## src/rtl/note_pkg.sv

```systemverilog
// Shared definitions for the solfege tone detector and the tone generators.
// All counts are stored at a 25 MHz reference clock and scaled to the real
// clock frequency, so a design running at any CLK_HZ keeps the same pitches.
package note_pkg;

  typedef enum logic [2:0] {
    NOTE_DO   = 3'd0,
    NOTE_RE   = 3'd1,
    NOTE_MI   = 3'd2,
    NOTE_FA   = 3'd3,
    NOTE_SOL  = 3'd4,
    NOTE_LA   = 3'd5,
    NOTE_SI   = 3'd6,
    NOTE_NONE = 3'd7
  } note_e;

  localparam longint unsigned REF_CLK_HZ = 64'd25000000;

  // Nominal half-periods at the reference clock (what the generators emit).
  localparam int unsigned HP_DO  = 47709;
  localparam int unsigned HP_RE  = 42517;
  localparam int unsigned HP_MI  = 37878;
  localparam int unsigned HP_FA  = 35816;
  localparam int unsigned HP_SOL = 31887;
  localparam int unsigned HP_LA  = 28409;
  localparam int unsigned HP_SI  = 25303;

  // Classification window edges at the reference clock. Each note owns the
  // range from its own lower edge up to (not including) the next one; the
  // top of the do window is inclusive and also serves as the silence limit.
  localparam int unsigned BND_SI_LO  = 24038;
  localparam int unsigned BND_LA_LO  = 26856;
  localparam int unsigned BND_SOL_LO = 30148;
  localparam int unsigned BND_FA_LO  = 33851;
  localparam int unsigned BND_MI_LO  = 36847;
  localparam int unsigned BND_RE_LO  = 40197;
  localparam int unsigned BND_DO_LO  = 45113;
  localparam int unsigned BND_DO_HI  = 50094;

  typedef struct packed {
    logic [31:0] siLo;
    logic [31:0] laLo;
    logic [31:0] solLo;
    logic [31:0] faLo;
    logic [31:0] miLo;
    logic [31:0] reLo;
    logic [31:0] doLo;
    logic [31:0] doHi;
  } bounds_t;

  // Rescale a reference-clock count to a clock of clkHz (truncating).
  function automatic logic [31:0] scaleCount(input int unsigned refCount,
                                             input longint unsigned clkHz);
    longint unsigned wide;
    wide = 64'(refCount) * clkHz / REF_CLK_HZ;
    return wide[31:0];
  endfunction

  // Window edges for a given clock frequency.
  function automatic bounds_t makeBounds(input longint unsigned clkHz);
    bounds_t b;
    b.siLo  = scaleCount(BND_SI_LO, clkHz);
    b.laLo  = scaleCount(BND_LA_LO, clkHz);
    b.solLo = scaleCount(BND_SOL_LO, clkHz);
    b.faLo  = scaleCount(BND_FA_LO, clkHz);
    b.miLo  = scaleCount(BND_MI_LO, clkHz);
    b.reLo  = scaleCount(BND_RE_LO, clkHz);
    b.doLo  = scaleCount(BND_DO_LO, clkHz);
    b.doHi  = scaleCount(BND_DO_HI, clkHz);
    return b;
  endfunction

  // Nominal half-period of a note for a given clock frequency (0 for none).
  function automatic logic [31:0] halfPeriod(input note_e n,
                                             input longint unsigned clkHz);
    logic [31:0] hp;
    case (n)
      NOTE_DO:  hp = scaleCount(HP_DO, clkHz);
      NOTE_RE:  hp = scaleCount(HP_RE, clkHz);
      NOTE_MI:  hp = scaleCount(HP_MI, clkHz);
      NOTE_FA:  hp = scaleCount(HP_FA, clkHz);
      NOTE_SOL: hp = scaleCount(HP_SOL, clkHz);
      NOTE_LA:  hp = scaleCount(HP_LA, clkHz);
      NOTE_SI:  hp = scaleCount(HP_SI, clkHz);
      default:  hp = 32'd0;
    endcase
    return hp;
  endfunction

  // Map a measured half-period (in clocks) to a note; out of range is NONE.
  function automatic note_e classify(input logic [16:0] p, input bounds_t b);
    logic [31:0] pw;
    note_e cls;
    pw = {15'd0, p};
    if (pw < b.siLo || pw > b.doHi) cls = NOTE_NONE;
    else if (pw < b.laLo)           cls = NOTE_SI;
    else if (pw < b.solLo)          cls = NOTE_LA;
    else if (pw < b.faLo)           cls = NOTE_SOL;
    else if (pw < b.miLo)           cls = NOTE_FA;
    else if (pw < b.reLo)           cls = NOTE_MI;
    else if (pw < b.doLo)           cls = NOTE_RE;
    else                            cls = NOTE_DO;
    return cls;
  endfunction

endpackage

```

## src/rtl/note_detect_sync_edge.sv

```systemverilog
// Two-flop synchronizer for an asynchronous input followed by a change
// detector: edge_o is high for the one cycle in which the synchronized level
// differs from its value one cycle earlier. The edge output carries a suffix
// because the bare word edge is reserved in SystemVerilog.
module sync_edge (
  input  logic clk,
  input  logic rst,
  input  logic d,
  output logic q,
  output logic edge_o
);

  logic meta_q;
  logic sync_q;
  logic prev_q;

  // Synchronizer chain plus one delayed copy of the synchronized level.
  always_ff @(posedge clk or posedge rst) begin
    if (rst) begin
      meta_q <= 1'b0;
      sync_q <= 1'b0;
      prev_q <= 1'b0;
    end else begin
      meta_q <= d;
      sync_q <= meta_q;
      prev_q <= sync_q;
    end
  end

  assign q      = sync_q;
  assign edge_o = sync_q ^ prev_q;

endmodule

```

## src/rtl/note_detect.sv

```systemverilog
// Solfege note detector. Measures the half-period of a square-wave tone,
// classifies it into do..si, and only changes the reported note after STABLE
// consecutive half-periods agree. A long silence forces the note to NONE.
// Pitch windows are scaled from the 25 MHz reference to CLK_HZ; CLK_HZ must
// stay at or below 25 MHz so the silence limit fits the 16-bit counter.
module note_detect
  import note_pkg::*;
#(
  parameter int unsigned CLK_HZ = 25000000,
  parameter int unsigned STABLE = 4
) (
  input  logic       clk,
  input  logic       rst,
  input  logic       en,
  input  logic       sig,
  output logic [2:0] note,
  output logic       chg
);

  localparam bounds_t BOUNDS = makeBounds(64'(CLK_HZ));
  localparam int unsigned MATCH_W = $clog2(STABLE + 1);
  localparam logic [MATCH_W-1:0] MATCH_FULL = MATCH_W'(STABLE);
  localparam logic [15:0] HP_MAX = 16'hFFFF;

  logic               sigEdge;
  logic               syncLevelUnused;

  logic [15:0]        hpCnt_q, hpCnt_d;
  logic               first_q, first_d;
  note_e              cand_q, cand_d;
  logic [MATCH_W-1:0] match_q, match_d;
  note_e              note_q, note_d;
  logic               chg_q, chg_d;

  logic [16:0]        period;
  note_e              measCls;
  logic               timeout;

  sync_edge uSync (
    .clk    (clk),
    .rst    (rst),
    .d      (sig),
    .q      (syncLevelUnused),
    .edge_o (sigEdge)
  );

  // Measurement, debounce and note update. The first edge after a restart
  // only opens a measurement window. An edge beats the silence limit when
  // both happen together, and the limit re-arms only after a new edge.
  always_comb begin
    hpCnt_d = hpCnt_q;
    first_d = first_q;
    cand_d  = cand_q;
    match_d = match_q;
    note_d  = note_q;
    chg_d   = 1'b0;

    period  = {1'b0, hpCnt_q} + 17'd1;
    measCls = classify(period, BOUNDS);
    timeout = ({16'd0, hpCnt_q} > BOUNDS.doHi) && !first_q;

    if (!en) begin
      hpCnt_d = '0;
      first_d = 1'b1;
      cand_d  = NOTE_NONE;
      match_d = '0;
      note_d  = NOTE_NONE;
    end else if (sigEdge) begin
      hpCnt_d = '0;
      if (first_q) begin
        first_d = 1'b0;
      end else begin
        if (measCls == cand_q) begin
          if (match_q != MATCH_FULL) begin
            match_d = match_q + 1'b1;
          end
        end else begin
          cand_d  = measCls;
          match_d = MATCH_W'(1);
        end
        if (match_d == MATCH_FULL && cand_d != note_q) begin
          note_d = cand_d;
          chg_d  = 1'b1;
        end
      end
    end else begin
      if (hpCnt_q != HP_MAX) begin
        hpCnt_d = hpCnt_q + 16'd1;
      end
      if (timeout) begin
        first_d = 1'b1;
        cand_d  = NOTE_NONE;
        match_d = '0;
        if (note_q != NOTE_NONE) begin
          note_d = NOTE_NONE;
          chg_d  = 1'b1;
        end
      end
    end
  end

  // Detector state registers; reset discards any partial measurement.
  always_ff @(posedge clk or posedge rst) begin
    if (rst) begin
      hpCnt_q <= '0;
      first_q <= 1'b1;
      cand_q  <= NOTE_NONE;
      match_q <= '0;
      note_q  <= NOTE_NONE;
      chg_q   <= 1'b0;
    end else begin
      hpCnt_q <= hpCnt_d;
      first_q <= first_d;
      cand_q  <= cand_d;
      match_q <= match_d;
      note_q  <= note_d;
      chg_q   <= chg_d;
    end
  end

  assign note = note_q;
  assign chg  = chg_q;

endmodule

```

## config.mk

```make
export PLATFORM = sky130hd
export DESIGN_NAME = note_detect
export DESIGN_NICKNAME = d
export VERILOG_FILES = /design/src/rtl/note_pkg.sv /design/src/rtl/note_detect_sync_edge.sv /design/src/rtl/note_detect.sv
export SDC_FILE = /design/constraint.sdc
export NUM_CORES = 1
export LEC_CHECK = 0
export ABC_AREA = 1
export CORE_MARGIN = 2
export CORE_UTILIZATION = 25
export CTS_CLUSTER_DIAMETER = 80
export DETAILED_ROUTE_END_ITERATION = 10
export PLACE_DENSITY_LB_ADDON = 0.1
export SYNTH_ARGS = -nofsm -noshare
export SYNTH_HDL_FRONTEND = slang
export SYNTH_SLANG_ARGS = --single-unit
```

## constraint.sdc

```tcl
create_clock -name clk -period 3.55 [get_ports clk]
set_input_delay 0.71 -clock clk [delete_from_list [all_inputs] [get_ports clk]]
set_output_delay 0.71 -clock clk [all_outputs]
set_load 0.005 [all_outputs]
```

==> impl_results.md <==
* Die area at roughly 11,000 µm²
* Diode count at 0
* Mapped Cells at slightly above 400
* Compound-cell area share of the yosys netlist at under 10%
* Slew HR at between 60% and 70%
* Area Growth Syn to Fin at 14.37%
* Total CTS buffers at 5
* Most frequent cell on the critical path: nand2_1
* Synth area leaders: dfrtp_1 (23%), nand2_1 (19%), nand3_1 (9.0%), inv_1 (7.9%), nor2_1 (7.6%)
* Largest net degree at the start of global routing at 16
* Chip Width at 104.3 µm
* Final setup fails at 0
* # fillers at 1,132
* Status: finished clean
* Nets at ~430
* Avg WL per Cell at roughly 13 µm
* Initial Util at roughly a quarter
* CP required at approximately 3.8 ns
* Worst setup SP type: register
* Post-synth top area cell: dfrtp_1
* Final Non-Filler Cells at 560
* Worst-Margin Slew at between 0.5 and 0.6 ns
* Netlist cell types at 28
* TritonCTS clock tree: built
* Simple-gate share of the synthesized area at 49.48%
* Clock Tree Root: clkbuf_8
* Fin crit share at roughly 87%
* Vias in the first global route at between 2,000 and 2,500
* CP cell instances: ha_1 -> nand3_1 -> nor2_2 -> nand2_1 -> nand2_1 -> nand2_1 -> inv_2 -> nand2_1 -> nor3_1 -> nand3_1 -> nand2_2 -> nand2_2 -> inv_4 -> nand2_2 -> xor2_1 -> nor2_2 -> nand2_2 -> nor2_4 -> nand2_1 -> nand2_2 -> nand2_2 -> nand2_1 -> nand2_1
* Post-CTS setup buffer count at 0
* H-tree Lvls at 2
* Placed instance count at approximately 550
* Core outline area at slightly below 10,000 µm²
* Setup TNS at 0 ns
* Leakage at about 0.0013 µW
* Initial antenna violation count at 0
* Seq/Total Area, Yosys at between 30% and 40%
* Seq cells post-synth at 30
* Sequential Area at ~760 µm²
* # IOs at 8
* Hold WC Path Type: register to register
* Syn nets at 419
* Share of the synthesized area in the top cell type at 22.87%
* CP peak stage delay at around 0.43 ns
* Site Rows at 36
* Avg Inst Size Synth at between 6 and 7 µm²
* Max Slew Vio Count at 0
* RSZ-0062 raised after global routing: no
* Clock transition at path regs at 0.07 ns
* Clock Path Buffers at 2
* Synthesized-area fraction occupied by adder cells at roughly 2.0%
* Area of the multi-input gates at approximately 1500 µm²
* Wire length of the first global-routing pass at roughly 13,000 µm
* PostCTS Resize Cnt at 0
* Synthesized cell area at about 2500 µm²
* Post-DP HPWL at 5844 µm
* Final ANT Viol Nets at 0
* Die Ht at approximately 100 µm
* YS warnings at 0
* XOR/XNOR Fraction of Synth Area at roughly 1.0%
* Post-synthesis mux area share at 0%
* DR DRC count at 0
* CP Data Arrival Time at 3.31 ns
* Layout Skew at roughly 0.0064 ns
* VDD IR-drop max at roughly 0.00014 V
* Critical Path Fanout Max at 8
* F_max at between 300 and 400 MHz
* Most frequent cells in the layout: nand2_1 (127), inv_1 (53), nor2_1 (51)
* Final core occ at 29.44%
* Initial drt markers at around 160
* Main combinational cell family by area after synthesis: simple AND/OR/NAND/NOR gates
* Buffers on Ports at 7
* Fin. Hold Viols at 0
* Proportion of layout cells with a drive suffix above 1 at about an eighth
* Via count at around 2,600
* Routability cong. at approximately 0.84
* CP max stage cell: dfrtp_1
* Tot GR Track Use at approximately 14%
* Most common cell after layout, fill and taps aside: nand2_1
* Clock Latency Late Sink at 0.28 ns
* DRT Wirelength at slightly above 7000 µm
* DR vias/cell at 4.582
* Overflow after GRT at 0
* Power per Cell Area at 286.3 nW/µm²
* Num Clock Sinks at 30
* Maxcap violations at 0
* 1st-pass router iterations at 4
* CTS Hold Bufs at 0
* Endpoint type of the worst setup path: register
* Fin crit period at between 3 and 4 ns
* WHS at between 0.3 and 0.4 ns
* Total power at a little over 800 µW
* Setup Crit Path Kind: register to register
-- layer usage --
layer	track usage (%)	part of all wire (%)	wire, µm
met3	2.256	3.8	275
met4	3.764	1.2	84
met5	0	0	0
met1	20.45	52	3757
met2	22.04	43	3098
-- final timing paths --
check                        startpoint         end  slack, ns  cells after the start
setup / recovery             hpCnt_q[0]     note[0]       0.45                     23
hold / removal             uSync.meta_q     uSync.q       0.35                      0
setup reg to reg             hpCnt_q[0]     note[0]       0.45                     23
hold reg to reg            uSync.meta_q     uSync.q       0.35                      0
max in group asynchronous           rst  hpCnt_q[8]       2.14                      3
min in group asynchronous           rst  match_q[0]       0.79                      2
-- cells by family (layout without fill, tap and decap cells) --
kind of cell | Yosys count | after routing
compound gates | 37 | 37
xor+xnor | 3 | 3
fa+ha+maj | 4 | 4
buf+inv | 62 | 78
flops | 30 | 30
simple gates | 275 | 275
-- area by class of cell --
class / count / area share, %
well taps: 133 / 5.783
inverters: 60 / 7.913
repair buffers: 10 / 3.217
multi-input cells: 319 / 52.87
flip-flops and latches: 30 / 26.39
clock buffers: 8 / 3.826
-- synth_stat cells --
cell and number:
inv_2 4, nor2_2 5, a21oi_1 16, or2_2 2
dfstp_2 7, xor2_1 3, nand3_1 45, nand4_1 15
nor3_1 6, a31oi_1 2, o21ai_0 13, nand3b_1 3
nor2_1 51, nand2_1 127, o22ai_1 1, inv_4 1
o21ai_1 1, o31ai_1 1, dfrtp_1 23, inv_1 53
clkinv_1 2, o21bai_1 1, nand2_2 15, a21oi_2 1
o211ai_1 1, nor2_4 6, clkbuf_1 2, ha_1 4
-- stage by stage --
stage	worst slack [ns]	instance area, µm²
detailed placement	0.5080	2768
floorplan	0.9823	2516
global route	0.05579	2878
finish	0.4544	2878
global placement	0.5118	2768
CTS	0.4757	2878
-- state kept, by name, indices dropped and copies added (netlist names) --
name and flops:
hpCnt_q 16, cand_q 3, match_q 3, note 3, chg 1, first_q 1
uSync.meta_q 1, uSync.prev_q 1, uSync.q 1
-- power breakdown --
group / internal (µW) / total (µW) / switching, µW
Clock: 196 / 332 / 136
Combinational: 42.4 / 106 / 63.3
Sequential: 368 / 386 / 18.2
Total: 606 / 824 / 218
-- worst max-delay path, delay by kind of cell (launching register included) --
family | cells | cell delay (ns)
AND/OR/NAND/NOR | 19 | 2.03
adder cells (fa/ha/maj) | 1 | 0.25
flip-flops | 1 | 0.43
XOR/XNOR | 1 | 0.15
buffers and inverters | 2 | 0.16
No activity file was read; power rests on OpenSTA's default activity.
